### src/rtl/traffic_pkg.sv
// traffic_pkg: sensor channel map and default conditioning settings shared
// by the traffic controller and its input conditioning.
package traffic_pkg;
    localparam int N_CH              = 5;
    localparam int SNS_LEFT_MAIN     = 0;
    localparam int SNS_LEFT_CROSS    = 1;
    localparam int SNS_TRAFFIC_CROSS = 2;
    localparam int SNS_WALK_MAIN     = 3;
    localparam int SNS_WALK_CROSS    = 4;
    localparam int DEBOUNCE_CYCLES_DEF = 500000;
    localparam int CNT_W_DEF           = 20;
    localparam logic [N_CH-1:0] LATCH_MASK_DEF = 5'b11000;
endpackage

### src/rtl/debounce_chan.sv
// debounce_chan: two-flop synchroniser, stability-counter debounce and
// registered rising-edge pulse for one sensor channel.
module debounce_chan #(
    parameter int DEBOUNCE_CYCLES = 500000,
    parameter int CNT_W           = 20
) (
    input  logic clk,
    input  logic reset_n,
    input  logic raw,
    output logic stable,
    output logic rise
);
    localparam logic [CNT_W-1:0] LAST = CNT_W'(DEBOUNCE_CYCLES - 1);
    logic [1:0]       sync_q, sync_d;
    logic [CNT_W-1:0] cnt_q, cnt_d;
    logic             stable_q, stable_d, rise_q, rise_d;
    logic             differ, done;
    always_comb begin
        sync_d   = {sync_q[0], raw};
        differ   = sync_q[1] ^ stable_q;
        done     = differ && (cnt_q == LAST);
        stable_d = done ? sync_q[1] : stable_q;
        // any agreement with the current level restarts the stability window
        cnt_d    = (differ && !done) ? cnt_q + 1'b1 : '0;
        rise_d   = stable_d & ~stable_q;
    end
    always_ff @(posedge clk or negedge reset_n) begin
        if (!reset_n) begin
            sync_q   <= '0;
            cnt_q    <= '0;
            stable_q <= 1'b0;
            rise_q   <= 1'b0;
        end else begin
            sync_q   <= sync_d;
            cnt_q    <= cnt_d;
            stable_q <= stable_d;
            rise_q   <= rise_d;
        end
    end
    assign stable = stable_q;
    assign rise   = rise_q;
endmodule

### src/rtl/sensor_conditioner.sv
// sensor_conditioner: synchronises and debounces the raw sensor/button pins and
// holds walk requests until the controller acknowledges them.
module sensor_conditioner #(
    parameter int N_CH            = traffic_pkg::N_CH,
    parameter int DEBOUNCE_CYCLES = traffic_pkg::DEBOUNCE_CYCLES_DEF,
    parameter int CNT_W           = traffic_pkg::CNT_W_DEF,
    parameter logic [N_CH-1:0] LATCH_MASK = traffic_pkg::LATCH_MASK_DEF
) (
    input  logic            clk,
    input  logic            reset_n,
    input  logic [N_CH-1:0] raw_in,
    input  logic [N_CH-1:0] clear,
    output logic [N_CH-1:0] sensors,
    output logic [N_CH-1:0] rise,
    output logic [N_CH-1:0] stable
);
    logic [N_CH-1:0] latch_q, latch_d;
    for (genvar i = 0; i < N_CH; i++) begin : g_ch
        debounce_chan #(
            .DEBOUNCE_CYCLES(DEBOUNCE_CYCLES),
            .CNT_W          (CNT_W)
        ) u_chan (
            .clk    (clk),
            .reset_n(reset_n),
            .raw    (raw_in[i]),
            .stable (stable[i]),
            .rise   (rise[i])
        );
    end
    // rise both shows the request at once and blocks a clear issued in that same cycle
    always_comb latch_d = LATCH_MASK & (rise | (latch_q & ~clear));
    always_ff @(posedge clk or negedge reset_n) begin
        if (!reset_n) latch_q <= '0;
        else          latch_q <= latch_d;
    end
    assign sensors = (stable & ~LATCH_MASK) | ((latch_q | rise) & LATCH_MASK);
endmodule

### config.mk
export PLATFORM = sky130hd
export DESIGN_NAME = sensor_conditioner
export DESIGN_NICKNAME = d
export VERILOG_FILES = /design/src/rtl/traffic_pkg.sv /design/src/rtl/debounce_chan.sv /design/src/rtl/sensor_conditioner.sv
export SDC_FILE = /design/constraint.sdc
export NUM_CORES = 1
export LEC_CHECK = 0
export ABC_AREA = 1
export BUFFER_PORTS_ARGS = -buffer_cell sky130_fd_sc_hd__buf_2
export CORE_UTILIZATION = 24
export CTS_BUF_LIST = sky130_fd_sc_hd__clkbuf_4
export CTS_CLUSTER_SIZE = 14
export DETAILED_ROUTE_END_ITERATION = 10
export HOLD_SLACK_MARGIN = 0.1
export SLEW_MARGIN = 20
export SYNTH_ARGS = -nofsm -noshare
export SYNTH_HDL_FRONTEND = slang
export SYNTH_SLANG_ARGS = --single-unit
### constraint.sdc
create_clock -name clk -period 1.8 [get_ports clk]
set_input_delay 0.36 -clock clk [delete_from_list [all_inputs] [get_ports clk]]
set_output_delay 0.36 -clock clk [all_outputs]
set_load 0.005 [all_outputs]
==> flow_summary_export.csv, run 1 <==
group,metric,value,unit
detailed_routing,drt-met1-wl,6178,µm
grt,grtUsageTotal,9.945,%
detailed_routing,highest_layer,"met4",
critical_path,crit_fanout,20,
pwr,p_leak,3.236,nW
critical_path,reg2reg_to,"g_ch[4].u_chan.cnt_q[18]",
critical_path,cp.arrival,1.97,ns
layout,drive_gt1_share,9.670,%
run_status,status,"finished clean",
timing,fmax,631.7,MHz
clock_network,cts_tree,"yes",
placement,gp_congestion,0.8412,
pwr,ir_drop,391.1,µV
clock_network,cts_max_level,4,
die,core,0.02680,mm²
detailed_routing,totalWireLength,12460,µm
timing,period_share,87.94,%
placement,hpwlAfterDp,9025,µm
run,cap_violations,0,
detailed_routing,vias,5200,
layout,final_cell_area,0.007370,mm²
die,pin_count,27,
placement,numPlacedInstances,1212,
clock_network,cts_root_buf,"clkbuf_4",
layout,final_util,27.50,%
grt,grt_first_pass_wirelength,23120,µm
timing,skew,0.01948,ns
synthesis,synth_warnings,0,
layout,final_common_cell,"nand2_1",
critical_path,reg2reg_depth,7,
pwr,p_int,0.003668,W
timing,setup_slack,0.2170,ns
critical_path,required,2.19,ns
grt,overflow,0,
clock_network,ctsResizeCount,0,
clock_network,clk_latency,0.53,ns
grt,antenna_found_initial,1,
synthesis,syn_area_per_cell,7.580,µm²
pwr,switchingPower,0.001261,W
placement,dpl_cell_area,0.007008,mm²
timing,worst_slew_pin_slew,0.4605,ns
critical_path,end_kind,"flip-flop",
detailed_routing,drtAntennaViolNets,0,
critical_path,timing.rr.start,"g_ch[4].u_chan.cnt_q[10]",
grt,grt_pass1_vias,5035,
grt,grt_max_degree,42,
timing,drv_slew,0,
placement,post-place-ws,0.1871,ns
synthesis,yosysSeqAreaShare,46.73,%
timing,fin_setup_tns,0,ns
synthesis,ys_types,25,
clock_network,clkSinkCount,122,
clock_network,cts.clk_slew.worst_paths,0.12,ns
pwr,swShare,25.59,%
detailed_routing,avgViaCountPerCell,4.153,
layout,final_nets,915,
clock_network,cts_buffers,17,
detailed_routing,drt_iter0_drc,320,
pwr,pwr-share-comb,3.9,%
timing,setup_violations,0,
synthesis,syn_inst,862,
layout,areaGrowthSynthToFinish,12.79,%
detailed_routing,drc,0,
die,start_util,24.38,%
die,fp-row-count,60,
die,fp.dieW,167.0,µm
timing,period_needed,1.583,ns
placement,io_buffers,23,
die,die_area,0.02789,mm²
pwr,p_clk_share,39.1,%
synthesis,synth_area,0.006534,mm²
timing,hold_violations,0,
pwr,pwr-share-seq,57.0,%
detailed_routing,first_pass_iters,4,
detailed_routing,wl_met3,352,µm
synthesis,ys_ff_latch,122,
pwr,p_per_area,668.8,mW/mm²
layout,instances_no_fill,1252,
detailed_routing,wl_per_cell,9.954,µm
critical_path,crit_type,"reg2reg",
timing,maxSlewHeadroom,69.20,%
timing,rsz0062_at_grt,"false",
synthesis,syn_nets,879,
critical_path,crit_start,"g_ch[4].u_chan.cnt_q[10]",
layout,most-common-layout-cells,"211 x nand2_1, 203 x nor2_1, 122 x dfrtp_1",
die,die_y,167.0,µm
clock_network,clk_path_buf_depth,2,
critical_path,rrSetupSlack,0.22,ns
min_path,hold_class,"in2async",
critical_path,start_kind,"flip-flop",
detailed_routing,wl_met2,5753,µm
[power by group through the flow]
stage	Sequential [W]	Clock, W	Combinational (W)
CTS	0.00281	0.00203	0.000204
global placement	0.00286	0	0.000187
floorplan	0.00286	0	0.0000929
global route	0.00282	0.00212	0.000231
finish	0.00281	0.00193	0.000192
detailed placement	0.00286	0	0.000188
[through the flow]
| step | total power, W | hold slack [ns] |
|---|---|---|
| 4_1_cts | 0.005046 | 0.2547 |
| 2_1_floorplan | 0.002950 | 0.06441 |
| 3_5_place_dp | 0.003053 | 0.3046 |
| 6_report | 0.004929 | 0.2850 |
| 3_3_place_gp | 0.003050 | 0.3031 |
| 5_1_grt | 0.005171 | 0.2879 |
[synthesized netlist by cell type]
cell type  instances  share of area (%)
nand2_1          211                 12
nor2_1           203                 12
dfrtp_1          122                 47
inv_1             97                5.6
nand3_1           65                5.0
xor2_1            44                5.9
buf_4             17                2.0
nand4_1           16                1.5
o21ai_0           15                1.1
nor2_2            14                1.3
nor3_1            13                1.0
xnor2_1           13                1.7
nand2_2            7               0.67
ha_1               5               0.96
buf_6              3               0.52
nand3b_1           3               0.34
nor2_4             3               0.52
a21oi_1            2               0.15
buf_2              2               0.15
o21bai_1           2               0.23
inv_2              1              0.057
nand2_4            1               0.17
nand3_2            1               0.15
nand3b_4           1               0.31
or2_1              1              0.096
[worst max-delay path, cell delays in order (launching register included)]
cell and delay, ns:
dfrtp_1 0.43, or2_1 0.24, nor2_1 0.09, nand2_1 0.07, nor2_1 0.12, nand2_1 0.10
nand2_2 0.32, nor2_1 0.09
[kinds of logic after synthesis]
group,Yosys count,share of synthesized area (%)
AOI/OAI and AO/OA,19,1.532
xor gates and xnor gates,57,7.641
adders and majority gates,5,0.9575
buffers and inverters,120,8.253
DFF,122,46.73
and+or+nand+nor,539,34.89
[worst max path at each step]
stage                                    end
floorplan           g_ch[2].u_chan.cnt_q[16]
global placement    g_ch[0].u_chan.cnt_q[18]
detailed placement  g_ch[4].u_chan.cnt_q[18]
CTS                 g_ch[4].u_chan.cnt_q[18]
global route        g_ch[0].u_chan.cnt_q[19]
finish              g_ch[4].u_chan.cnt_q[18]
[layer usage]
layer / up-vias / track usage [%]
met1: 2406 / 12.98
met2: 62 / 16.06
met3: 17 / 2.115
li1: 2715 / -
met4: 0 / 3.784
met5: - / 0
[what timing repair did]
| item | CTS | global route |
|---|---|---|
| hold buffers | 8 | 0 |
| endpoints found under the setup margin | 0 | 0 |
| buffers inserted | 0 | 0 |
| hold endpoints to repair | 110 | 0 |
[state kept, by name, summed over array words and instances, names as in the netlist]
name / flops
g_ch.u_chan.cnt_q: 100
g_ch.u_chan.sync_q: 10
g_ch.u_chan.rise: 5
g_ch.u_chan.stable: 5
latch_q: 2
[final cells by class]
cell class | instances | area [µm²]
repair buffers | 39 | 299.0
clock buffers | 17 | 127.6
diodes | 1 | 2.502
fillers | 2891 | 19430
flip-flops and latches | 122 | 3053
clock inverters | 14 | 151.4
well taps | 341 | 426.7
multi-input cells | 620 | 2942
inverters | 98 | 367.9
Power figures use the tool's default switching activity.
==> inputs of run 2 (changes only) <==
--- a/config.mk
+++ b/config.mk
@@ -6,11 +6,12 @@
 export NUM_CORES = 1
 export LEC_CHECK = 0
 export ABC_AREA = 1
-export BUFFER_PORTS_ARGS = -buffer_cell sky130_fd_sc_hd__buf_2
+export CORE_ASPECT_RATIO = 0.6
 export CORE_UTILIZATION = 24
 export CTS_BUF_LIST = sky130_fd_sc_hd__clkbuf_4
 export CTS_CLUSTER_SIZE = 14
 export DETAILED_ROUTE_END_ITERATION = 10
+export DONT_BUFFER_PORTS = 1
 export HOLD_SLACK_MARGIN = 0.1
 export SLEW_MARGIN = 20
 export SYNTH_ARGS = -nofsm -noshare
==> run 2 against run 1 <==
Net effect: the flow now finishes with violations (negative hold slack); combinational power shrank 34%; via count shrank 1.7%; clock power grew 20%; die area is essentially flat; clock skew shrank 0.0030 ns; setup slack lost 0.043 ns; power grew 6.7%.
==> flow_summary_export.csv, run 2 (synthesis results as in run 1) <==
group,metric,value,unit
run_status,status,"finished, violations left",
run_status,violations,"negative hold slack",
clock_network,ctsResizeCount,0,
clock_network,ctsHoldBuffers,7,
grt,antenna_found_initial,1,
layout,final_common_cell,"nand2_1",
detailed_routing,avgViaCountPerCell,4.107,
detailed_routing,drc,0,
critical_path,max_stage_delay,0.44,ns
pwr,ir_drop,445.3,µV
min_path,hold_class,"in2async",
detailed_routing,totalWireLength,13430,µm
pwr,p_per_area,720.5,mW/mm²
die,die_area,0.02791,mm²
layout,most-common-layout-cells,"211 x nand2_1, 203 x nor2_1, 122 x dfrtp_1",
grt,overflow,0,
detailed_routing,first_pass_iters,5,
timing,skew,0.01646,ns
critical_path,crit_family,"simple AND/OR/NAND/NOR gates",
clock_network,cts_root_buf,"clkbuf_4",
critical_path,required,2.25,ns
placement,hpwlAfterDp,9489,µm
clock_network,cts_buffers,17,
die,pin_count,27,
clock_network,cts.clk_slew.worst_paths,0.12,ns
layout,areaGrowthSynthToFinish,11.70,%
critical_path,end_kind,"flip-flop",
timing,maxSlewHeadroom,73.26,%
timing,fmax,615.1,MHz
critical_path,cp.arrival,2.08,ns
detailed_routing,drtAntennaViolNets,0,
placement,gp_congestion,0.8523,
timing,hold_violations,122,
detailed_routing,vias,5113,
critical_path,crit_fanout,20,
timing,setup_violations,0,
critical_path,crit_slowest_cell,"dfrtp_1",
layout,top_regs,"g_ch.u_chan.cnt_q: 100 flops, g_ch.u_chan.sync_q: 10 flops",
critical_path,path_cells,"ha_1, nand3_1, nor3_1, nand3_1, nand2_1, buf_12, nor2_1",
die,core,0.02659,mm²
detailed_routing,drt_iter0_drc,357,
grt,grt_max_degree,123,
clock_network,cts_max_level,4,
pwr,p_leak,3.131,nW
timing,period_needed,1.626,ns
timing,worst_slew_pin_slew,0.3996,ns
critical_path,crit_type,"reg2reg",
layout,largest_register_ffs,100,
grt,grtUsageTotal,10.65,%
placement,io_buffers,0,
timing,period_share,90.31,%
critical_path,path_common_cell,"nand3_1",
layout,fillers,2922,
grt,grt_first_pass_wirelength,23560,µm
die,start_util,24.57,%
timing,fin_setup_tns,0,ns
layout,drive_gt1_share,7.014,%
grt,grt_pass1_vias,4641,
die,die_y,129.8,µm
critical_path,start_kind,"flip-flop",
critical_path,critPathBufInv,1,
layout,final_nets,888,
die,fp.dieW,215.0,µm
die,fp-row-count,46,
clock_network,clkSinkCount,122,
timing,drv_slew,0,
clock_network,clk_path_buf_depth,2,
run,cap_violations,0,
clock_network,post-cts-setup-buffer-count,0,
clock_network,clk_latency,0.56,ns
timing,hold_ws,-0.5226,ns
layout,top_register,"g_ch.u_chan.cnt_q",
clock_network,cts_tree,"yes",
detailed_routing,wl_per_cell,10.79,µm
timing,rsz0062_at_grt,"false",
==> run 2: metal layers <==
| metal | vias up | GRT usage [%] | wire, µm |
|---|---|---|---|
| li1 | 2663 | - | - |
| met1 | 2333 | 16.54 | 7768 |
| met2 | 109 | 13.27 | 4806 |
| met3 | 8 | 3.427 | 754 |
| met4 | 0 | 3.504 | 104 |
| met5 | - | 0 | 0 |
==> run 2: area by class of cell <==
type,instances,area [µm²],area share [%]
Sequential cell,122,3053,41.83
Timing Repair Buffer,12,145.1,1.989
Clock buffer,18,135.1,1.852
Clock inverter,14,202.7,2.777
Inverter,98,367.9,5.040
Antenna cell,1,2.502,0.03429
Tap cell,360,450.4,6.172
Multi-Input combinational cell,620,2942,40.31
==> run 2: final timing paths <==
| kind | depth (start not counted) | from | endpoint | slack (ns) |
|---|---|---|---|---|
| hold reg to reg | 0 | g_ch[0].u_chan.sync_q[0] | g_ch[0].u_chan.sync_q[1] | 0.36 |
| setup reg to reg | 7 | g_ch[3].u_chan.cnt_q[0] | g_ch[3].u_chan.cnt_q[11] | 0.17 |
| min in group clk | 1 | raw_in[2] | g_ch[2].u_chan.sync_q[0] | 0.34 |
| max in group asynchronous | 0 | reset_n | g_ch[4].u_chan.cnt_q[17] | 2.08 |
| hold / removal | 0 | reset_n | g_ch[2].u_chan.cnt_q[12] | -0.52 |
| setup / recovery | 7 | g_ch[3].u_chan.cnt_q[0] | g_ch[3].u_chan.cnt_q[11] | 0.17 |
==> run 2: through the flow <==
| stage | area (µm²) | util [%] | instances | power (W) | worst slack, ns |
|---|---|---|---|---|---|
| floorplan | 6534 | - | 862 | 0.002950 | 0.4102 |
| global placement | 6888 | 25.90 | 1205 | 0.002981 | 0.2234 |
| detailed placement | 6888 | 25.90 | 1205 | 0.002983 | 0.1922 |
| CTS | 7296 | 27.44 | 1244 | 0.005375 | 0.1738 |
| global route | 7298 | 27.45 | 1245 | 0.005525 | 0.007980 |
| finish | 7298 | 27.45 | 1245 | 0.005258 | 0.1744 |
==> run 2: power breakdown <==
| group | leakage, nW | switching, W | internal, W | total, W |
|---|---|---|---|---|
| Clock | 0.171 | 0.00108 | 0.00124 | 0.00232 |
| Combinational | 1.29 | 0.0000702 | 0.0000564 | 0.000127 |
| Sequential | 1.67 | 0.0000346 | 0.00278 | 0.00281 |
